--- src/rtl/trace_buffer.sv ---
// Retire-trace capture buffer: records committed instructions into a circular
// store under continuous, fill-and-stop or PC-trigger modes, then drains oldest-first.
module trace_buffer #(
  parameter int unsigned XLEN  = 32,
  parameter int unsigned DEPTH = 16,
  parameter int unsigned AW    = $clog2(DEPTH)
) (
  input  logic            clk,
  input  logic            rst,
  input  logic            arm,
  input  logic            stop,
  input  logic [1:0]      mode,
  input  logic [XLEN-1:0] trig_pc,
  input  logic [AW-1:0]   post_len,
  input  logic            ret_valid,
  input  logic [XLEN-1:0] ret_pc,
  input  logic [31:0]     ret_instr,
  input  logic [4:0]      ret_rd,
  input  logic [XLEN-1:0] ret_wdata,
  output logic            rd_valid,
  input  logic            rd_ready,
  output logic [XLEN-1:0] rd_pc,
  output logic [31:0]     rd_instr,
  output logic [4:0]      rd_rd,
  output logic [XLEN-1:0] rd_wdata,
  output logic [AW:0]     count,
  output logic [1:0]      state,
  output logic            overflow,
  output logic            triggered
);

  localparam int unsigned CW = AW + 1;
  localparam logic [CW-1:0] FULL = CW'(DEPTH);

  typedef enum logic [1:0] {
    IDLE    = 2'd0,
    CAPTURE = 2'd1,
    POST    = 2'd2,
    FROZEN  = 2'd3
  } state_e;

  typedef struct packed {
    logic [XLEN-1:0] pc;
    logic [31:0]     instr;
    logic [4:0]      rd;
    logic [XLEN-1:0] wdata;
  } entry_t;

  state_e        state_q, state_d;
  logic [1:0]    mode_q, mode_d;
  logic [AW-1:0] wr_ptr_q, wr_ptr_d;
  logic [AW-1:0] rd_ptr_q, rd_ptr_d;
  logic [AW-1:0] post_q, post_d;
  logic [CW-1:0] count_q, count_d;
  logic          overflow_q, overflow_d;
  logic          triggered_q, triggered_d;
  logic          wr_en;
  entry_t        mem_q [DEPTH];
  entry_t        rd_entry;

  // Control and pointer registers
  always_ff @(posedge clk or posedge rst) begin
    if (rst) begin
      state_q     <= IDLE;
      mode_q      <= 2'd0;
      wr_ptr_q    <= '0;
      rd_ptr_q    <= '0;
      post_q      <= '0;
      count_q     <= '0;
      overflow_q  <= 1'b0;
      triggered_q <= 1'b0;
    end else begin
      state_q     <= state_d;
      mode_q      <= mode_d;
      wr_ptr_q    <= wr_ptr_d;
      rd_ptr_q    <= rd_ptr_d;
      post_q      <= post_d;
      count_q     <= count_d;
      overflow_q  <= overflow_d;
      triggered_q <= triggered_d;
    end
  end

  // Trace storage carries no reset; contents are only meaningful behind count
  always_ff @(posedge clk) begin
    if (wr_en) begin
      mem_q[wr_ptr_q] <= '{pc: ret_pc, instr: ret_instr, rd: ret_rd, wdata: ret_wdata};
    end
  end

  always_comb begin
    state_d     = state_q;
    mode_d      = mode_q;
    wr_ptr_d    = wr_ptr_q;
    rd_ptr_d    = rd_ptr_q;
    post_d      = post_q;
    count_d     = count_q;
    overflow_d  = overflow_q;
    triggered_d = triggered_q;
    wr_en       = 1'b0;

    case (state_q)
      IDLE: begin
        if (arm) begin
          state_d     = CAPTURE;
          mode_d      = (mode == 2'd3) ? 2'd0 : mode;
          wr_ptr_d    = '0;
          rd_ptr_d    = '0;
          post_d      = '0;
          count_d     = '0;
          overflow_d  = 1'b0;
          triggered_d = 1'b0;
        end
      end

      CAPTURE, POST: begin
        if (ret_valid) begin
          wr_en    = 1'b1;
          wr_ptr_d = wr_ptr_q + AW'(1);
          if (count_q == FULL) begin
            rd_ptr_d   = rd_ptr_q + AW'(1);
            overflow_d = 1'b1;
          end else begin
            count_d = count_q + CW'(1);
          end
          if (state_q == CAPTURE) begin
            if (mode_q == 2'd1 && count_q == FULL - CW'(1)) begin
              state_d = FROZEN;
            end
            // post_len is AW bits wide, so it never exceeds DEPTH-1 and the trigger entry survives
            if (mode_q == 2'd2 && !triggered_q && ret_pc == trig_pc) begin
              triggered_d = 1'b1;
              post_d      = post_len;
              state_d     = (post_len == '0) ? FROZEN : POST;
            end
          end else begin
            post_d = post_q - AW'(1);
            if (post_q == AW'(1)) begin
              state_d = FROZEN;
            end
          end
        end
        if (stop) begin
          state_d = FROZEN;
        end
      end

      FROZEN: begin
        if (count_q == '0) begin
          state_d = IDLE;
        end else if (rd_ready) begin
          rd_ptr_d = rd_ptr_q + AW'(1);
          count_d  = count_q - CW'(1);
          if (count_q == CW'(1)) begin
            state_d = IDLE;
          end
        end
      end

      default: state_d = IDLE;
    endcase
  end

  assign rd_valid  = (state_q == FROZEN) && (count_q != '0);
  assign rd_entry  = rd_valid ? mem_q[rd_ptr_q] : '0;
  assign rd_pc     = rd_entry.pc;
  assign rd_instr  = rd_entry.instr;
  assign rd_rd     = rd_entry.rd;
  assign rd_wdata  = rd_entry.wdata;
  assign count     = count_q;
  assign state     = state_q;
  assign overflow  = overflow_q;
  assign triggered = triggered_q;

endmodule

--- config.mk ---
export PLATFORM = sky130hd
export DESIGN_NAME = trace_buffer
export DESIGN_NICKNAME = d
export VERILOG_FILES = /design/src/rtl/trace_buffer.sv
export SDC_FILE = /design/constraint.sdc
export NUM_CORES = 1
export LEC_CHECK = 0
export ABC_CLOCK_PERIOD_IN_PS = 5700
export CORE_ASPECT_RATIO = 1.1
export CORE_MARGIN = 2
export CORE_UTILIZATION = 37
export CTS_CLUSTER_DIAMETER = 40
export DETAILED_ROUTE_END_ITERATION = 8
export GPL_TIMING_DRIVEN = 0
export HOLD_SLACK_MARGIN = 0.1
export SYNTH_ARGS = -nofsm -noshare
export SYNTH_HDL_FRONTEND = slang
export SYNTH_SLANG_ARGS = --single-unit
--- constraint.sdc ---
create_clock -name clk -period 5.7 [get_ports clk]
set_input_delay 1.71 -clock clk [delete_from_list [all_inputs] [get_ports clk]]
set_output_delay 1.71 -clock clk [all_outputs]
set_load 0.005 [all_outputs]
### After elaboration in Yosys (flattened, before gate mapping)

Memory sizes are Yosys's and may differ from the RTL's.
Cells that the tools add are included.

* register bits: 23
* latch bits: 0
* bits in writable memories: 1616
* bits in read-only memories: 0
* bits of input ports: 145
* output and inout port bits: 111
* memories: 1

Memories
* mem_q: depth 16, bits a word 101, read ports 1, clocked after memory_dff 0, wr ports 1, line 58 `entry_t mem_q [DEPTH];`

* add/sub/neg operators: 5
* multiply operators: 0
* div/mod/pow operators: 0
* order comparisons: 0
* equal/unequal tests: 25
* shift-type cells: 0
* muxes and demuxes: 44
* bitwise operators: 0
* reductions and logical operators: 19

Operators with widths (count)
* 2-to-1 mux 101 bit: 1
* 2-to-1 mux 4 bit: 9
* equality test 32 bit: 1
* 2-to-1 mux 5 bit: 5
* 2-to-1 mux 2 bit: 11
* != test 2 bit, second input constant: 8
* case mux 4 bit (2 select lines): 2
* case mux 5 bit (3 select lines): 1
* AND reduction 5 bit: 3
* != test 3 bit, second input constant: 4
* case mux 4 bit (3 select lines): 1
* 2-to-1 mux 1 bit: 11
* adder 4 x 1 -> 4 bit, second input constant: 2
* equality test 2 bit, second input constant: 4
* AND reduction 4 bit: 2
* case mux 2 bit (3 select lines): 1
* AND reduction 6 bit: 1
* adder 5 x 1 -> 5 bit, second input constant: 1
* equality test 5 x 1 -> 1 bit, second input constant: 1
* equality test 5 x 4 -> 1 bit, second input constant: 1
* equality test 5 bit, second input constant: 1
* logical NOT 5 bit: 1
* != test 5 bit, second input constant: 1
* nonzero test 5 bit: 1
* other kinds (14): 19

### Logic depth before layout (Yosys ltp)

* depth after elaboration: 8
* gate-level depth with buffers: 10

### Worst setup path before layout

Ideal clock, no wire load.

* path kind: input to register
* from: input ret_valid
* to: memory mem_q[12][0] in the netlist's numbering (enable)
* setup time: 471 ps
* arrival: 4527 ps
* required time: 5229 ps
* path slack: 701 ps
* cell stages on the path: 3
* buffers on the path: 1
* path through: clkbuf_1 and4_1 and2_1

* longest elaborated chain between the ends: 4

Ends and longest elaborated chain
* from (decl): line 15 `input logic ret_valid,`
* 2-to-1 mux 1 bit: line 117 `if (ret_valid) begin`
* 2-to-1 mux 1 bit: line 102 `case (state_q)`
* 2-to-1 mux 1 bit: line 86 `if (wr_en) begin`
* 2-to-1 mux 1 bit (implied by the code): line 87 `mem_q[wr_ptr_q] <= '{pc: ret_pc, instr: ret_instr, rd: ret_rd, wdata: ret_wdata};`
* to (decl): line 58

No other way between the ends.

### Worst setup path in the final report

* from: register rd_ptr_q[1]
* to: output rd_wdata[2]

* longest elaborated chain between the ends: 2

Ends and longest elaborated chain
* from (decl): line 52 `logic [AW-1:0] rd_ptr_q, rd_ptr_d;`
* from (signal assigned): line 76 `rd_ptr_q <= rd_ptr_d;`
* memory read (16 x 101 bit)
* 2-to-1 mux 101 bit: line 165 `assign rd_entry = rd_valid ? mem_q[rd_ptr_q] : '0;`
* to (decl): line 25 `output logic [XLEN-1:0] rd_wdata,`

No other way between the ends.

==> flow_summary.yaml <==
die:
  floorplan.die.height_um: 437.5
  core_area_mm2: 0.1703
  rows: 159
  top_level_ports: 256
  floorplan.initialDensity_pct: 37.12
  die_area_mm2: 0.1742
  chipWidth_um: 398.1
sta:
  report.final.setup_viol: 0
  report.final.hold_viol_count: 0
  max_slew_violation_count: 0
  max_freq_ghz: 0.1795
  worst_slew_pin_slew_ps: 1180
  fin_crit_sh_pct: 97.74
  timing.setup.tns_ps: 0
  worst_hold_slack_ps: 519.2
  period_minus_slack_ps: 5571
  rsz0062_at_grt: "true"
  fin_skew_ps: 33.31
  max-slew-margin-rel_pct: 21.31
clocking:
  cts-buffers-inserted: 172
  cts_tree: "done"
  cts_root_buf: "clkbuf_16"
  htreeDepth: 4
  clkLatencyLatePin_ps: 800
  cts.reportedPaths.clkPinSlew_ps: 60
  holdBufCountCts: 0
  cts_buffer_depth: 3
  tritoncts_num_sinks: 1639
synth:
  ys_async_sr_fraction_pct: 1.403
  yosysWarnings: 0
  synth_edf_count: 1616
  post_synth.cell_area_avg_um2: 24.16
  synth.cell_area_mm2: 0.06321
  postSynth.topFlopCell: "edfxtp_1"
  synth.yosys.seq_area_share_pct: 77.68
  synthesis.instances: 2616
  synth_cell_types: 49
  synth.net_count: 2777
  ys_ff_latch: 1639
layout:
  filler_cell_count: 14400
  layout.cells.most_common: "edfxtp_1"
  area.sequential_mm2: 0.04910
  multi_input_area_mm2: 0.01359
  area_growth_pct: 19.33
  post_layout_nonfiller_instances: 5479
  net_count_final: 3239
  drive_gt1_share_pct: 28.54
  final_cell_mix: "edfxtp_1, mux4_2, clkdlybuf4s50_1, clkbuf_16, and2_1"
  layout.core_utilization_pct: 44.29
critical_path:
  critical_path_required_ps: 3990
  timing.critical_path.fanout_max: 10
  path_class: "flop to output pin"
  critical_path.startpoint_type: "flop"
  setup.worst_path.end_class: "output pin"
  data_arrival_time_at_the_worst_slack_endpoint_ps: 3860
global_route:
  grt_overflow: 0
  grt_antenna_before_repair: 20
  global_route.usage.met3_pct: 4.423
  gr-max-usage-layer: "met2"
  grt_max_degree: 43
  grt_first_pass_wirelength_mm: 228.5
  first_global_vias: 30530
  globalRouteMet2Util_pct: 29.85
  globalRouteTotalUtil_pct: 18.79
  grtUsageMet1_pct: 25.46
routing:
  drt_pre_antenna_iters: 5
  routed_wire_length_per_instance_um: 29.76
  route.detailed.vias_per_inst: 5.375
  antenna_violating_nets_remaining: 0
  via_count: 29450
  finalWirelength_mm: 163.1
  drc: 0
  drt_iter0_markers: 2892
power_and_ir_drop:
  p_per_area_mw_per_mm2: 472.7
  power.static_leakage_nw: 23.31
  worst_ir_drop_vdd_uv: 320.9
  report.power.total_mw: 35.65
place:
  placed_cells_incl_taps: 5159
  place.gp.congestion: 0.7535
  port-buffer-count: 255
  post-dp-hpwl_mm: 94.76
status:
  status: "complete, no violations"
hold_path:
  min_path_type: "flop to flop"
flow_run:
  drv_cap: 0
==> Yosys cell counts, types with 5 or more instances <==
library cell  number  share of area, %
edfxtp_1        1616                77
mux4_2           505                18
and2_1           117               1.2
clkbuf_1         103              0.61
buf_1             29              0.17
nand2_1           24              0.14
dfrtp_1           23              0.91
o21ai_0           20              0.16
xor2_1            19              0.26
ha_1              16              0.32
nor2_1            16             0.095
xnor2_1           16              0.22
inv_1             12             0.071
nand4_1            8             0.079
nand2b_1           7             0.069
nand3_1            7             0.055
nor3_1             7             0.055
a21oi_1            6             0.048
and3_1             6             0.059
or4_1              6             0.071
mux2i_1            5             0.079
nor3b_1            5             0.059
==> layout make-up <==
class	count	share of cell area, %
multi-input combinational	830	18.02
clock inverter	105	1.304
timing repair buffer	289	4.622
buffer	133	1.155
tap	2254	3.739
sequential	1639	65.10
inverter	13	0.06469
clock buffer	207	5.965
antenna	9	0.02986
==> layer usage <==
| metal | wire (um) | vias up |
|---|---|---|
| met5 | 38 | - |
| met4 | 4739 | 6 |
| met3 | 11940 | 213 |
| met2 | 79340 | 1022 |
| met1 | 67010 | 16040 |
| li1 | - | 12170 |
==> repair_timing <==
item                                   4_1_cts  5_1_grt
endpoints found under the hold margin        0        0
setup buffers                                0        0
resized for setup                          228       60
setup endpoints to repair                  101       87
==> worst max-delay path, cell delays in order, from the launching register on <==
cell and delay, ps:
dfrtp_1 370, clkbuf_4 340, buf_4 390, clkbuf_4 360, mux4_2 350, mux4_2 470
and2_1 270, clkdlybuf4s50_1 490
==> final timing paths <==
| check | from | to | slack (ps) | cells past startpoint |
|---|---|---|---|---|
| min in group asynchronous | rst | mode_q[0] | 1490 | 2 |
| worst max register to register | state[0] | mem_q[6][29] | 2060 | 7 |
| max in group asynchronous | rst | rd_ptr_q[0] | 3530 | 2 |
| worst min-delay path | post_q[1] | post_q[1] | 520 | 2 |
| worst min register to register | post_q[1] | post_q[1] | 520 | 2 |
| worst max-delay path | rd_ptr_q[1] | rd_wdata[2] | 130 | 7 |
==> metrics by stage <==
stage,instance area [um^2],setup WS (ps)
after detailed placement,69550,-1255
after global routing,75420,-25.24
after floorplan,63210,701.5
after CTS,75370,-52.11
final,75430,128.6
after global placement,68580,-3420
==> power breakdown <==
group | total, mW | internal (mW) | switching [mW] | leakage [nW]
Clock | 10.9 | 6.18 | 4.68 | 2.66
Combinational | 10.7 | 5.24 | 5.41 | 5.79
Sequential | 14.1 | 13.9 | 0.202 | 14.8
Total | 35.7 | 25.4 | 10.3 | 23.3
==> logic make-up after synthesis <==
family | count (synthesis) | share of synthesized area, %
AO/OA/AOI/OAI | 51 | 0.5266
XOR/XNOR | 35 | 0.4850
adder cells (fa/ha/maj) | 16 | 0.3167
buffers and inverters | 147 | 0.8868
flip-flops | 1639 | 77.68
multiplexers | 512 | 18.11
AND/OR/NAND/NOR | 216 | 1.993
==> registers in the layout, indices dropped and copies added (netlist names), 2 cells and up <==
signal,cells
count,5
mem_q,1616
mode_q,2
post_q,4
rd_ptr_q,4
state,2
wr_ptr_q,4
No activity file was read; power rests on OpenSTA's default activity.
